`config.mk`:
```
export PLATFORM = sky130hd
export DESIGN_NAME = instruction_fetch_unit_flat
export DESIGN_NICKNAME = d
export VERILOG_FILES = /design/src/rtl/instruction_fetch_unit_if.sv /design/src/rtl/instruction_fetch_unit.sv /design/src/flat_wrapper.sv
export SDC_FILE = /design/constraint.sdc
export NUM_CORES = 1
export LEC_CHECK = 0
export ABC_CLOCK_PERIOD_IN_PS = 3800
export CORE_MARGIN = 5
export CORE_UTILIZATION = 40
export DETAILED_ROUTE_END_ITERATION = 8
export GPL_TIMING_DRIVEN = 0
export PLACE_DENSITY = 0.84
export SLEW_MARGIN = 5
export SYNTH_ARGS = -nofsm -noshare
export SYNTH_HDL_FRONTEND = slang
export SYNTH_SLANG_ARGS = --single-unit
export TNS_END_PERCENT = 100
```
`constraint.sdc`:
```
create_clock -name clk -period 3.8 [get_ports clk]
set_input_delay 0.38 -clock clk [delete_from_list [all_inputs] [get_ports clk]]
set_output_delay 0.38 -clock clk [all_outputs]
set_load 0.01 [all_outputs]
```
`src/rtl/instruction_fetch_unit_if.sv`:
```
// rtl/instruction_fetch_unit_if.sv - fetch-stage bus: hazard controls, redirects, imem port and IF/ID outputs
interface instruction_fetch_unit_if;
  logic        stall;
  logic        flush;
  logic        branch_taken;
  logic [31:0] branch_target;
  logic        jump;
  logic [31:0] jump_target;
  logic [31:0] imem_address;
  logic [31:0] imem_instruction;
  logic [31:0] pc;
  logic [31:0] if_id_instruction;
  logic [31:0] if_id_pc_plus4;
  logic        if_id_valid;
  logic        fetch_fault;
  logic [31:0] fetch_count;

  modport master (
    input  stall, flush, branch_taken, branch_target, jump, jump_target, imem_instruction,
    output imem_address, pc, if_id_instruction, if_id_pc_plus4, if_id_valid, fetch_fault,
           fetch_count
  );

  modport slave (
    output stall, flush, branch_taken, branch_target, jump, jump_target, imem_instruction,
    input  imem_address, pc, if_id_instruction, if_id_pc_plus4, if_id_valid, fetch_fault,
           fetch_count
  );
endinterface

```
`src/rtl/instruction_fetch_unit.sv`:
```
// rtl/instruction_fetch_unit.sv - fetch stage: program counter, IF/ID register and retired-fetch counter
module instruction_fetch_unit #(
  parameter logic [31:0] RESET_PC   = 32'h0000_0000,
  parameter int unsigned IMEM_WORDS = 174
) (
  input logic                      clk,
  input logic                      rst,
  instruction_fetch_unit_if.master bus
);
  localparam logic [31:0] IMEM_LIMIT = 32'(IMEM_WORDS);

  logic [31:0] pc_q;
  logic [31:0] pc_plus4;
  logic [31:0] branch_pc;
  logic [31:0] jump_pc;
  logic        redirect;
  logic        fault;
  logic [31:0] ins_q;
  logic [31:0] p4_q;
  logic        valid_q;
  logic        fault_q;
  logic [31:0] count_q;

  assign pc_plus4  = pc_q + 32'd4;
  assign branch_pc = bus.branch_target & ~32'h3;
  assign jump_pc   = bus.jump_target & ~32'h3;
  assign redirect  = bus.branch_taken | bus.jump;
  assign fault     = {2'b00, pc_q[31:2]} >= IMEM_LIMIT;

  // Branch outranks jump: it belongs to the older instruction in the pipe.
  always_ff @(posedge clk or posedge rst) begin
    if (rst) begin
      pc_q <= RESET_PC;
    end else if (bus.branch_taken) begin
      pc_q <= branch_pc;
    end else if (bus.jump) begin
      pc_q <= jump_pc;
    end else if (!bus.stall) begin
      pc_q <= pc_plus4;
    end
  end

  always_ff @(posedge clk or posedge rst) begin
    if (rst) begin
      ins_q   <= 32'h0;
      p4_q    <= 32'h0;
      valid_q <= 1'b0;
      fault_q <= 1'b0;
      count_q <= 32'h0;
    end else if (bus.flush || redirect) begin
      ins_q   <= 32'h0;
      p4_q    <= 32'h0;
      valid_q <= 1'b0;
      fault_q <= 1'b0;
    end else if (!bus.stall) begin
      if (fault) begin
        ins_q   <= 32'h0;
        p4_q    <= pc_plus4;
        valid_q <= 1'b0;
        fault_q <= 1'b1;
      end else begin
        ins_q   <= bus.imem_instruction;
        p4_q    <= pc_plus4;
        valid_q <= 1'b1;
        fault_q <= 1'b0;
        count_q <= count_q + 32'd1;
      end
    end
  end

  assign bus.pc                = pc_q;
  assign bus.imem_address      = {pc_q[31:2], 2'b00};
  assign bus.if_id_instruction = ins_q;
  assign bus.if_id_pc_plus4    = p4_q;
  assign bus.if_id_valid       = valid_q;
  assign bus.fetch_fault       = fault_q;
  assign bus.fetch_count       = count_q;
endmodule

```
`src/flat_wrapper.sv`:
```
// flat-port wrapper written by rule: the top's interface ports become plain ports
module instruction_fetch_unit_flat 
#(
  parameter logic [31:0] RESET_PC   = 32'h0000_0000,
  parameter int unsigned IMEM_WORDS = 174
)
  (clk, rst, bus_stall, bus_flush, bus_branch_taken, bus_branch_target, bus_jump, bus_jump_target, bus_imem_instruction, bus_imem_address, bus_pc, bus_if_id_instruction, bus_if_id_pc_plus4, bus_if_id_valid, bus_fetch_fault, bus_fetch_count);
  instruction_fetch_unit_if bus_i ();
  input logic clk;
  input logic rst;
  input wire logic [$bits(bus_i.stall)-1:0] bus_stall;
  input wire logic [$bits(bus_i.flush)-1:0] bus_flush;
  input wire logic [$bits(bus_i.branch_taken)-1:0] bus_branch_taken;
  input wire logic [$bits(bus_i.branch_target)-1:0] bus_branch_target;
  input wire logic [$bits(bus_i.jump)-1:0] bus_jump;
  input wire logic [$bits(bus_i.jump_target)-1:0] bus_jump_target;
  input wire logic [$bits(bus_i.imem_instruction)-1:0] bus_imem_instruction;
  output wire logic [$bits(bus_i.imem_address)-1:0] bus_imem_address;
  output wire logic [$bits(bus_i.pc)-1:0] bus_pc;
  output wire logic [$bits(bus_i.if_id_instruction)-1:0] bus_if_id_instruction;
  output wire logic [$bits(bus_i.if_id_pc_plus4)-1:0] bus_if_id_pc_plus4;
  output wire logic [$bits(bus_i.if_id_valid)-1:0] bus_if_id_valid;
  output wire logic [$bits(bus_i.fetch_fault)-1:0] bus_fetch_fault;
  output wire logic [$bits(bus_i.fetch_count)-1:0] bus_fetch_count;
  assign bus_i.stall = bus_stall;
  assign bus_i.flush = bus_flush;
  assign bus_i.branch_taken = bus_branch_taken;
  assign bus_i.branch_target = bus_branch_target;
  assign bus_i.jump = bus_jump;
  assign bus_i.jump_target = bus_jump_target;
  assign bus_i.imem_instruction = bus_imem_instruction;
  assign bus_imem_address = bus_i.imem_address;
  assign bus_pc = bus_i.pc;
  assign bus_if_id_instruction = bus_i.if_id_instruction;
  assign bus_if_id_pc_plus4 = bus_i.if_id_pc_plus4;
  assign bus_if_id_valid = bus_i.if_id_valid;
  assign bus_fetch_fault = bus_i.fetch_fault;
  assign bus_fetch_count = bus_i.fetch_count;
  instruction_fetch_unit #(.RESET_PC(RESET_PC), .IMEM_WORDS(IMEM_WORDS)) u_core (.clk(clk), .rst(rst), .bus(bus_i));
endmodule
```
**After elaboration in Yosys (flattened, before gate mapping)**

Cells that the tools add are included.
Widths: inputs -> output; s select.

- Register bits after elaboration: 130
- Output and inout port bits: 162

- Add/subtract/negate cells: 2
- Magnitude comparators: 1
- Eq/ne operators: 2
- Mux-type cells: 13
- Bitwise operators: 4
- Reduce and logical (&&, ||, !) cells: 2

Operator list:

| cell | count |
|---|---|
| $mux 32 | 7 |
| $add 32x1->32 const B | 1 |
| $add 32x3->32 const B | 1 |
| $ge 30x8->1 const B | 1 |
| $mux 1 | 6 |
| $ne 3x1->1 const B | 1 |
| $not 1->1 | 3 |
| $reduce_and 3->1 | 1 |
| $ne 2x1->1 const B | 1 |
| $logic_or 1x1->1 | 1 |
| $or 1x1->1 | 1 |

**Logic depth before layout (Yosys ltp)**

Gate-level depths: netlist of run 1.

- Depth after elaboration: 4
- Gate-level depth with buffers: 9
- Gate-level depth less buffers: 7

**Worst setup path before layout of run 1**

Ideal clock, no wire load.

- Path kind: register -> register
- Start point: reg u_core.pc_q[3] (netlist: u_core.bus.pc[3])
- End point: reg u_core.pc_q[22] (netlist: u_core.bus.pc[22])
- Setup time: 0.069 ns
- Data arrival time: 2.446 ns
- Slack: 1.285 ns
- Stages on the path, launching flop included: 8
- Period minus slack after synthesis: 2.515 ns
- Cell sequence: dfrtp_1 -> ha_1 -> clkbuf_1 -> nand4_1 -> nor4_2 -> or3b_2 -> or3_1 -> nand3_1

- Cells in the longest elaborated chain, start to end: 4

Ends and longest elaborated chain:

| what | line | source |
|---|---|---|
| start, declared | instruction_fetch_unit.sv:12 | `logic [31:0] pc_q;` |
| start signal, assigned | instruction_fetch_unit.sv:35 | `pc_q <= branch_pc;` |
| start signal, assigned | instruction_fetch_unit.sv:37 | `pc_q <= jump_pc;` |
| start signal, assigned | instruction_fetch_unit.sv:39 | `pc_q <= pc_plus4;` |
| $add 32x3->32 | instruction_fetch_unit.sv:24 | `assign pc_plus4 = pc_q + 32'd4;` |
| $mux 32 | instruction_fetch_unit.sv:38 | `end else if (!bus.stall) begin` |
| $mux 32 | instruction_fetch_unit.sv:36 | `end else if (bus.jump) begin` |
| $mux 32 | instruction_fetch_unit.sv:34 | `end else if (bus.branch_taken) begin` |

Every way passes these cells. The select of a mux whose other input is x is not followed.
A chain may end at the register's enable or synchronous reset.

**Worst setup path in the final report of run 1**

Same ends and word-level chain as after synthesis.

==> results of run 1 <==
[kinds of logic after synthesis]
logic type | count (synthesis) | synth area share (%)
and+or+nand+nor | 245 | 20.3
AOI/OAI and AO/OA | 137 | 13.7
DFF | 126 | 48.0
buffers and inverters | 89 | 7.49
xor gates and xnor gates | 66 | 8.80
muxes | 7 | 1.07
adders and majority gates | 3 | 0.571
other | 1 | 0.0571
[cells in the mapped netlist (all sizes together), types with 6 or more instances]
cell type  count  area share (%)
nor4          15             1.9
and3          18             1.7
nand3         34             2.6
a22oi          6            0.69
dfrtp        126              48
o21ai         41             3.1
buf           45             5.0
nand4         29             2.8
xnor2         42             5.6
xor2          24             3.2
nand2         71             4.1
nor2          25             1.4
clkbuf        34             1.9
and2           7            0.67
mux2i          7             1.1
inv            9            0.51
a22o          32             4.3
a21oi         27             2.1
o22ai          8            0.76
nor3          21             2.2
[sequential cells by signal, summed over array words and instances, names as in the netlist]
name	cells
u_core.bus.fetch_fault	1
u_core.bus.if_id_pc_plus4	30
u_core.bus.pc	30
u_core.bus.fetch_count	32
u_core.bus.if_id_instruction	32
u_core.bus.if_id_valid	1
[final timing paths]
kind                                                   startpoint                                     end  cells past startpoint  slack [ps]
min reg2reg                u_core.bus.fetch_count[31]$_DFFE_PP0P_  u_core.bus.fetch_count[31]$_DFFE_PP0P_                      1         470
max in group asynchronous                                     rst  u_core.bus.fetch_count[17]$_DFFE_PP0P_                      3        2630
min in group asynchronous                                     rst           u_core.bus.pc[13]$_DFFE_PP0P_                      2         420
min                                                      bus_jump           u_core.bus.pc[31]$_DFFE_PP0P_                      3         320
max                                  u_core.bus.pc[3]$_DFFE_PP0P_           u_core.bus.pc[22]$_DFFE_PP0P_                      7         620
max reg2reg                          u_core.bus.pc[3]$_DFFE_PP0P_           u_core.bus.pc[22]$_DFFE_PP0P_                      7         620
[power groups by stage]
| stage | logic (mW) | clock network (mW) | registers [mW] |
|---|---|---|---|
| after floorplan | 0.277 | 0 | 1.48 |
| after global placement | 0.623 | 0 | 1.48 |
| after detailed placement | 0.636 | 0 | 1.49 |
| after global routing | 0.688 | 1.85 | 1.47 |
| after CTS | 0.640 | 1.79 | 1.46 |
| final | 0.640 | 1.76 | 1.47 |
[final cells by class]
| class | count | area, um2 | area share, % |
|---|---|---|---|
| sequential | 126 | 3150 | 31.4 |
| multi-input combinational | 464 | 2940 | 29.3 |
| timing repair buffer | 251 | 2530 | 25.2 |
| buffer | 79 | 454 | 4.52 |
| clock buffer | 22 | 494 | 4.92 |
| tap | 216 | 270 | 2.69 |
| clock inverter | 10 | 158 | 1.57 |
| inverter | 10 | 42.5 | 0.424 |
[routing by layer]
metal / wire length, um / vias up / global-route usage (%) / part of all wire (%)
li1: - / 2943 / - / -
met1: 9760 / 2997 / 32.1 / 42
met2: 11100 / 364 / 39.6 / 48
met3: 1720 / 29 / 4.79 / 7.5
met4: 386 / 0 / 6.60 / 1.7
met5: 0 / - / 0 / 0
[worst max-delay path, stage by stage, from the launching register on]
cell      delay (ps)
dfrtp_1          560
ha_1             210
clkbuf_1         410
nand4_1          170
nor4_2           840
or3b_2           510
or3_1            320
nand3_1           80
[per-stage QoR]
stage                     setup slack [ps]  utilization, %  power [mW]  hold WS [ps]  setup TNS [ps]
final                                  616            62.8        3.87           322               0
after global routing                   386            62.8        4.01           317               0
after CTS                              685            62.8        3.89           303               0
after detailed placement               595            58.7        2.12           468               0
after global placement               -1700            58.5        2.11           461         -213140
after floorplan                       64.1               -        1.76           497               0
==> impl_metrics.ini, run 1 <==
[run_status]
status = finished, final reports clean

[placed_design]
io_buffer_count = 250
dp_hpwl_mm = 17.7
dp.cells = 1146
gp_congestion = 0.929
place_area_um2 = 9390

[cells_and_area]
fillers = 1355
diodes = 0
syn_to_final_growth_pct = 52.9
final_cells = 1178
final_nets = 1054
drive_gt1_share_pct = 9.67
design_area_um2 = 10000
final_common_cell = clkdlybuf4s50_1
mostFrequentLayoutCells = 250 x clkdlybuf4s50_1, 126 x dfrtp_1, 71 x nand2_1

[sta]
rsz0062_at_grt = no
worst_slew_pin_slew_ps = 1170
finalMaxSlewViolations = 0
relSlewSlack_pct = 21.3
fmax_mhz = 314
setup_viol = 0
skew_ps = 6.93
final.min_clock_period_ps = 3180
finalHoldViolCount = 0
finalCritPeriodShare_pct = 83.8

[clocking]
clk_pin_slew_ps = 60
clkLatencyLatePin_ps = 410
cts_tree = yes
cts_max_path_buffers = 2
hold_buffers = 0
cts_max_level = 4
cts_root_buf = clkbuf_16
numCtsBuffers = 17
postCtsSetupBuffers = 0
post_cts_resized = 0
cts.sinks = 126

[pwr]
p_per_area_nw_per_um2 = 385
seq_power_share_pct = 37.9
p_sw_uw = 955
max-vdd-ir-drop_uv = 307
p_sw_share_pct = 24.7
p_clk_share_pct = 45.6
pwr-share-comb_pct = 16.5
leakagePower_nw = 4.16
internal-power_mw = 2.91

[critical_path]
cp_max_fo = 11
cp-start-kind = flip-flop
critical_path.endpoint_type = flip-flop
critPathKind = reg2reg
cp.arrival_ps = 3530
cp.required_ps = 4140

[logic_synthesis]
netlist_area_um2 = 6570
synth_edf_count = 0
seq_area_frac_synth_pct = 48.0
syn_inst = 674
synth-async-reset-ratio_pct = 100
ys_ff_latch = 126
synth_cell_type_count = 55
synth_flop_cell = dfrtp_1
ys_warn_count = 0
syn_avg_cell_area_um2 = 9.75

[floorplanning]
die-width_um = 138
start_util_pct = 41.1
die_h_um = 138
num_io_pins = 264
row_count = 46
die_area_um2 = 19100
core_area_um2 = 16000

[drt]
first_iter_violations = 466
dr.pass1.iters = 7
drc = 0
drt_wl_total_mm = 23.0
vias = 6333
wl_per_cell_um = 19.5
avgViaCountPerCell = 5.38
postRouteAntennaNets = 0

[global_routing]
overflow = 0
first_global_vias = 6456
antenna_found_initial = 0
grt_first_pass_wirelength_mm = 36.8
grt_max_degree = 65
track_usage_pct = 23.9

[flow_run]
drv_cap = 0

[min_path]
min_path_type = in2reg
Note: power is estimated with default switching activity, not from simulation.
==> run 2, diff against run 1 <==
Settings changed: ABC_CLOCK_PERIOD_IN_PS 3800 to 3300, CORE_UTILIZATION 40 to 44, PLACE_DENSITY 0.84 to 0.87.
Clock period 3.8 ns to 3.3 ns, I/O delays scaled along.
==> impl_metrics.ini, run 2 (synthesis results as in run 1) <==
[critical_path]
critical_path.endpoint_type = flip-flop
cp_max_fo = 11
cp.required_ps = 3650
critPathKind = reg2reg
cp-start-kind = flip-flop
cp.arrival_ps = 3260
rrSetupSlack_ps = 390

[sta]
final.min_clock_period_ps = 2910
skew_ps = 10.4
worst_slew_pin_slew_ps = 1050
rsz0062_at_grt = no
relSlewSlack_pct = 29.2
finalMaxSlewViolations = 0
setup-tns-final_ps = 0
setup_viol = 0
fmax_mhz = 344
finalCritPeriodShare_pct = 88.2
finalHoldViolCount = 0
whs_ps = 202

[floorplanning]
die-width_um = 132
start_util_pct = 45.0
core_area_um2 = 14600
die_area_um2 = 17500
die_h_um = 132
num_io_pins = 264
row_count = 44

[drt]
drt_wl_total_mm = 22.3
first_iter_violations = 601
avgViaCountPerCell = 5.55
wl_per_cell_um = 19.4
postRouteAntennaNets = 0
drc = 0
dr.pass1.iters = 5
vias = 6370

[placed_design]
io_buffer_count = 250
place_area_um2 = 9380
dp_hpwl_mm = 17.0
gp_congestion = 0.915

[clocking]
cts_max_level = 4
cts.sinks = 126
clk_pin_slew_ps = 60
cts_root_buf = clkbuf_16
cts_tree = yes
clkLatencyLatePin_ps = 420
numCtsBuffers = 17
cts_max_path_buffers = 2

[pwr]
p_clk_share_pct = 43.9
p_per_area_nw_per_um2 = 432
internal-power_mw = 3.21
max-vdd-ir-drop_uv = 376
leakagePower_nw = 4.16
p_sw_mw = 1.12
pwr-share-comb_pct = 17.1
p_sw_share_pct = 25.9
seq_power_share_pct = 38.9

[cells_and_area]
design_area_um2 = 10000
mostFrequentLayoutCells = 250 x clkdlybuf4s50_1, 126 x dfrtp_1, 71 x nand2_1
syn_to_final_growth_pct = 52.4
regArea_um2 = 3150
final_common_cell = clkdlybuf4s50_1
drive_gt1_share_pct = 9.85
fillers = 1101
final_nets = 1056
multi_input_area_um2 = 2960
diodes = 0

[min_path]
min_path_type = in2async

[global_routing]
first_global_vias = 6259
overflow = 0
grt_first_pass_wirelength_mm = 34.9
grt_max_degree = 42
antenna_found_initial = 0
track_usage_pct = 25.0

[flow_run]
drv_cap = 0

[run_status]
status = finished, final reports clean
==> run 2: through the flow <==
step	instances	worst slack (ps)	total power, mW	util, %
2_1_floorplan	679	785	2.03	-
3_3_place_gp	1113	262	2.42	63.9
3_5_place_dp	1116	239	2.44	64.3
4_1_cts	1148	180	4.35	68.5
5_1_grt	1148	183	4.47	68.6
6_report	1148	389	4.33	68.6
==> run 2: worst max-delay path, stage by stage (launching register included) <==
cell and delay [ps]:
dfrtp_1 540, ha_1 210, clkbuf_1 400, nand4_1 220, nor4_4 560, or3b_2 510
or3_1 320, nand3_1 80
==> run 2: path summary, 6_finish.rpt <==
| check | startpoint | to | cells past startpoint |
|---|---|---|---|
| max in group asynchronous | rst | u_core.bus.pc[16]$_DFFE_PP0P_ | 4 |
| max | u_core.bus.pc[3]$_DFFE_PP0P_ | u_core.bus.pc[22]$_DFFE_PP0P_ | 7 |
| min reg2reg | u_core.bus.fetch_count[31]$_DFFE_PP0P_ | u_core.bus.fetch_count[31]$_DFFE_PP0P_ | 1 |
| max reg2reg | u_core.bus.pc[3]$_DFFE_PP0P_ | u_core.bus.pc[22]$_DFFE_PP0P_ | 7 |
| min in group clk | bus_jump | u_core.bus.pc[31]$_DFFE_PP0P_ | 3 |
| min | rst | u_core.bus.fetch_count[11]$_DFFE_PP0P_ | 2 |
==> run 2: layout make-up <==
class,count,share of cell area (%)
Inverter,10,0.413
Clock inverter,13,1.66
Multi-Input combinational cell,464,29.6
Tap cell,184,2.30
Clock buffer,19,4.43
Buffer,79,4.54
Timing Repair Buffer,253,25.6
Sequential cell,126,31.5
==> run 2: timing repair <==
action / CTS / global route
hold buffers: 0 / 0
setup endpoints to repair: 0 / 8
setup buffers: 0 / 0
resized for setup: 0 / 2
==> run 2: power by group through the flow <==
stage / logic (mW) / clock network (mW) / registers (mW)
global placement: 0.715 / 0 / 1.71
finish: 0.741 / 1.90 / 1.68
detailed placement: 0.734 / 0 / 1.71
floorplan: 0.319 / 0 / 1.71
global route: 0.796 / 1.98 / 1.69
CTS: 0.740 / 1.92 / 1.68
==> run 2: layer usage <==
metal	global-route usage (%)	vias to the layer above	part of all wire [%]
met5	0	-	0
li1	-	2933	-
met4	7.52	0	2.0
met2	41.5	358	49
met3	5.95	36	8.2
met1	32.5	3043	41
==> run 3, diff against run 2 <==
Settings changed: CORE_MARGIN 5 to 8, PLACE_DENSITY 0.87 to 0.81.
==> impl_metrics.ini, run 3 (synthesis results as in run 1) <==
[critical_path]
cp_max_fo = 8
startpoint = u_core.bus.pc[2]$_DFFE_PP0P_
rr_startpoint = u_core.bus.pc[2]$_DFFE_PP0P_
critical_path.endpoint_type = flip-flop
cp.arrival_ps = 3310
reg2reg_depth = 8
r2r-end = u_core.bus.fetch_count[27]$_DFFE_PP0P_
critPathKind = reg2reg
rrSetupSlack_ps = 290
cp.required_ps = 3600
cp-start-kind = flip-flop

[sta]
fmax_mhz = 333
finalCritPeriodShare_pct = 91.1
finalMaxSlewViolations = 0
setup-tns-final_ps = 0
skew_ps = 8.38
relSlewSlack_pct = 26.5
final.min_clock_period_ps = 3010
whs_ps = 245
rsz0062_at_grt = no
worst_slew_pin_slew_ps = 1090
setup_viol = 0
finalHoldViolCount = 0

[global_routing]
antenna_found_initial = 0
track_usage_pct = 23.3
overflow = 0
grt_first_pass_wirelength_mm = 35.6
first_global_vias = 6293
grt_max_degree = 40

[min_path]
min_path_cells = 3
min_path_type = in2reg
worstHoldEndpoint = u_core.bus.pc[31]$_DFFE_PP0P_
min-delay-start = bus_jump

[drt]
first_iter_violations = 552
vias = 6364
wl_per_cell_um = 19.7
dr.pass1.iters = 6
drc = 0
drt_wl_total_mm = 22.7
postRouteAntennaNets = 0
avgViaCountPerCell = 5.54

[clocking]
cts_tree = yes
clkLatencyLatePin_ps = 420
postCtsSetupBuffers = 0
clk_pin_slew_ps = 60
cts_max_path_buffers = 2
cts_max_level = 4
cts_root_buf = clkbuf_16
cts.sinks = 126
hold_buffers = 0
numCtsBuffers = 17
post_cts_resized = 0

[floorplanning]
die-width_um = 138
core_area_um2 = 14600
num_io_pins = 264
die_h_um = 138
start_util_pct = 45.0
die_area_um2 = 19100
row_count = 44

[cells_and_area]
mostFrequentLayoutCells = 250 x clkdlybuf4s50_1, 126 x dfrtp_1, 71 x nand2_1
syn_to_final_growth_pct = 52.1
multi_input_area_um2 = 2950
fillers = 1145
final_nets = 1056
drive_gt1_share_pct = 9.75
diodes = 0
regArea_um2 = 3150
final_common_cell = clkdlybuf4s50_1

[placed_design]
gp_congestion = 0.922
io_buffer_count = 250
dp_hpwl_mm = 17.5

[pwr]
p_per_area_nw_per_um2 = 433
max-vdd-ir-drop_uv = 419
total_power_mw = 4.32
leakagePower_nw = 4.16

[run_status]
status = finished, final reports clean

[flow_run]
drv_cap = 0
==> run 3: metrics by stage <==
stage	utilization (%)	instance area, um2	setup slack (ps)	instances
after detailed placement	64.3	9380	327	1116
after global routing	68.5	9990	174	1148
after CTS	68.4	9980	257	1148
after floorplan	-	6590	785	679
final	68.5	9990	294	1148
after global placement	63.9	9320	269	1113
==> run 3: metal layers <==
| metal | vias up | routed length [um] | global-route usage, % |
|---|---|---|---|
| met1 | 3044 | 9300 | 28.8 |
| met2 | 337 | 11100 | 37.9 |
| li1 | 2946 | - | - |
| met4 | 0 | 475 | 8.18 |
| met5 | - | 0 | 0 |
| met3 | 37 | 1800 | 7.02 |
==> run 3: cell type report <==
cell class              count  area share, %
clock inverters            14           1.70
clock buffers              18           4.30
inverters                  10          0.413
well taps                 184           2.30
repair buffers            253           25.6
flip-flops and latches    126           31.6
plain buffers              79           4.55
multi-input cells         464           29.5
==> run 3: report_power, final <==
| group | leakage [nW] | switching (mW) | internal, mW |
|---|---|---|---|
| combinational | 2.19 | 0.335 | 0.403 |
| clock | 0.282 | 0.714 | 1.18 |
| sequential | 1.69 | 0.0906 | 1.59 |
==> run 3: worst max-delay path by stage <==
stage | slack, ps | depth (start not counted) | endpoint
global placement | 270 | 2 | u_core.bus.pc[6]$_DFFE_PP0P_
detailed placement | 330 | 7 | u_core.bus.pc[22]$_DFFE_PP0P_
floorplan | 790 | 7 | u_core.bus.pc[22]$_DFFE_PP0P_
CTS | 260 | 7 | u_core.bus.pc[22]$_DFFE_PP0P_
finish | 290 | 8 | u_core.bus.fetch_count[27]$_DFFE_PP0P_
global route | 170 | 8 | u_core.bus.fetch_count[30]$_DFFE_PP0P_
==> run 3: critical path: stages, from the launching register on <==
cell and delay, ps:
dfrtp_1 400, clkbuf_1 350, inv_1 80, ha_1 200, o211ai_1 170, a21oi_1 260
nor4_1 990, nand4_1 250, xnor2_1 190
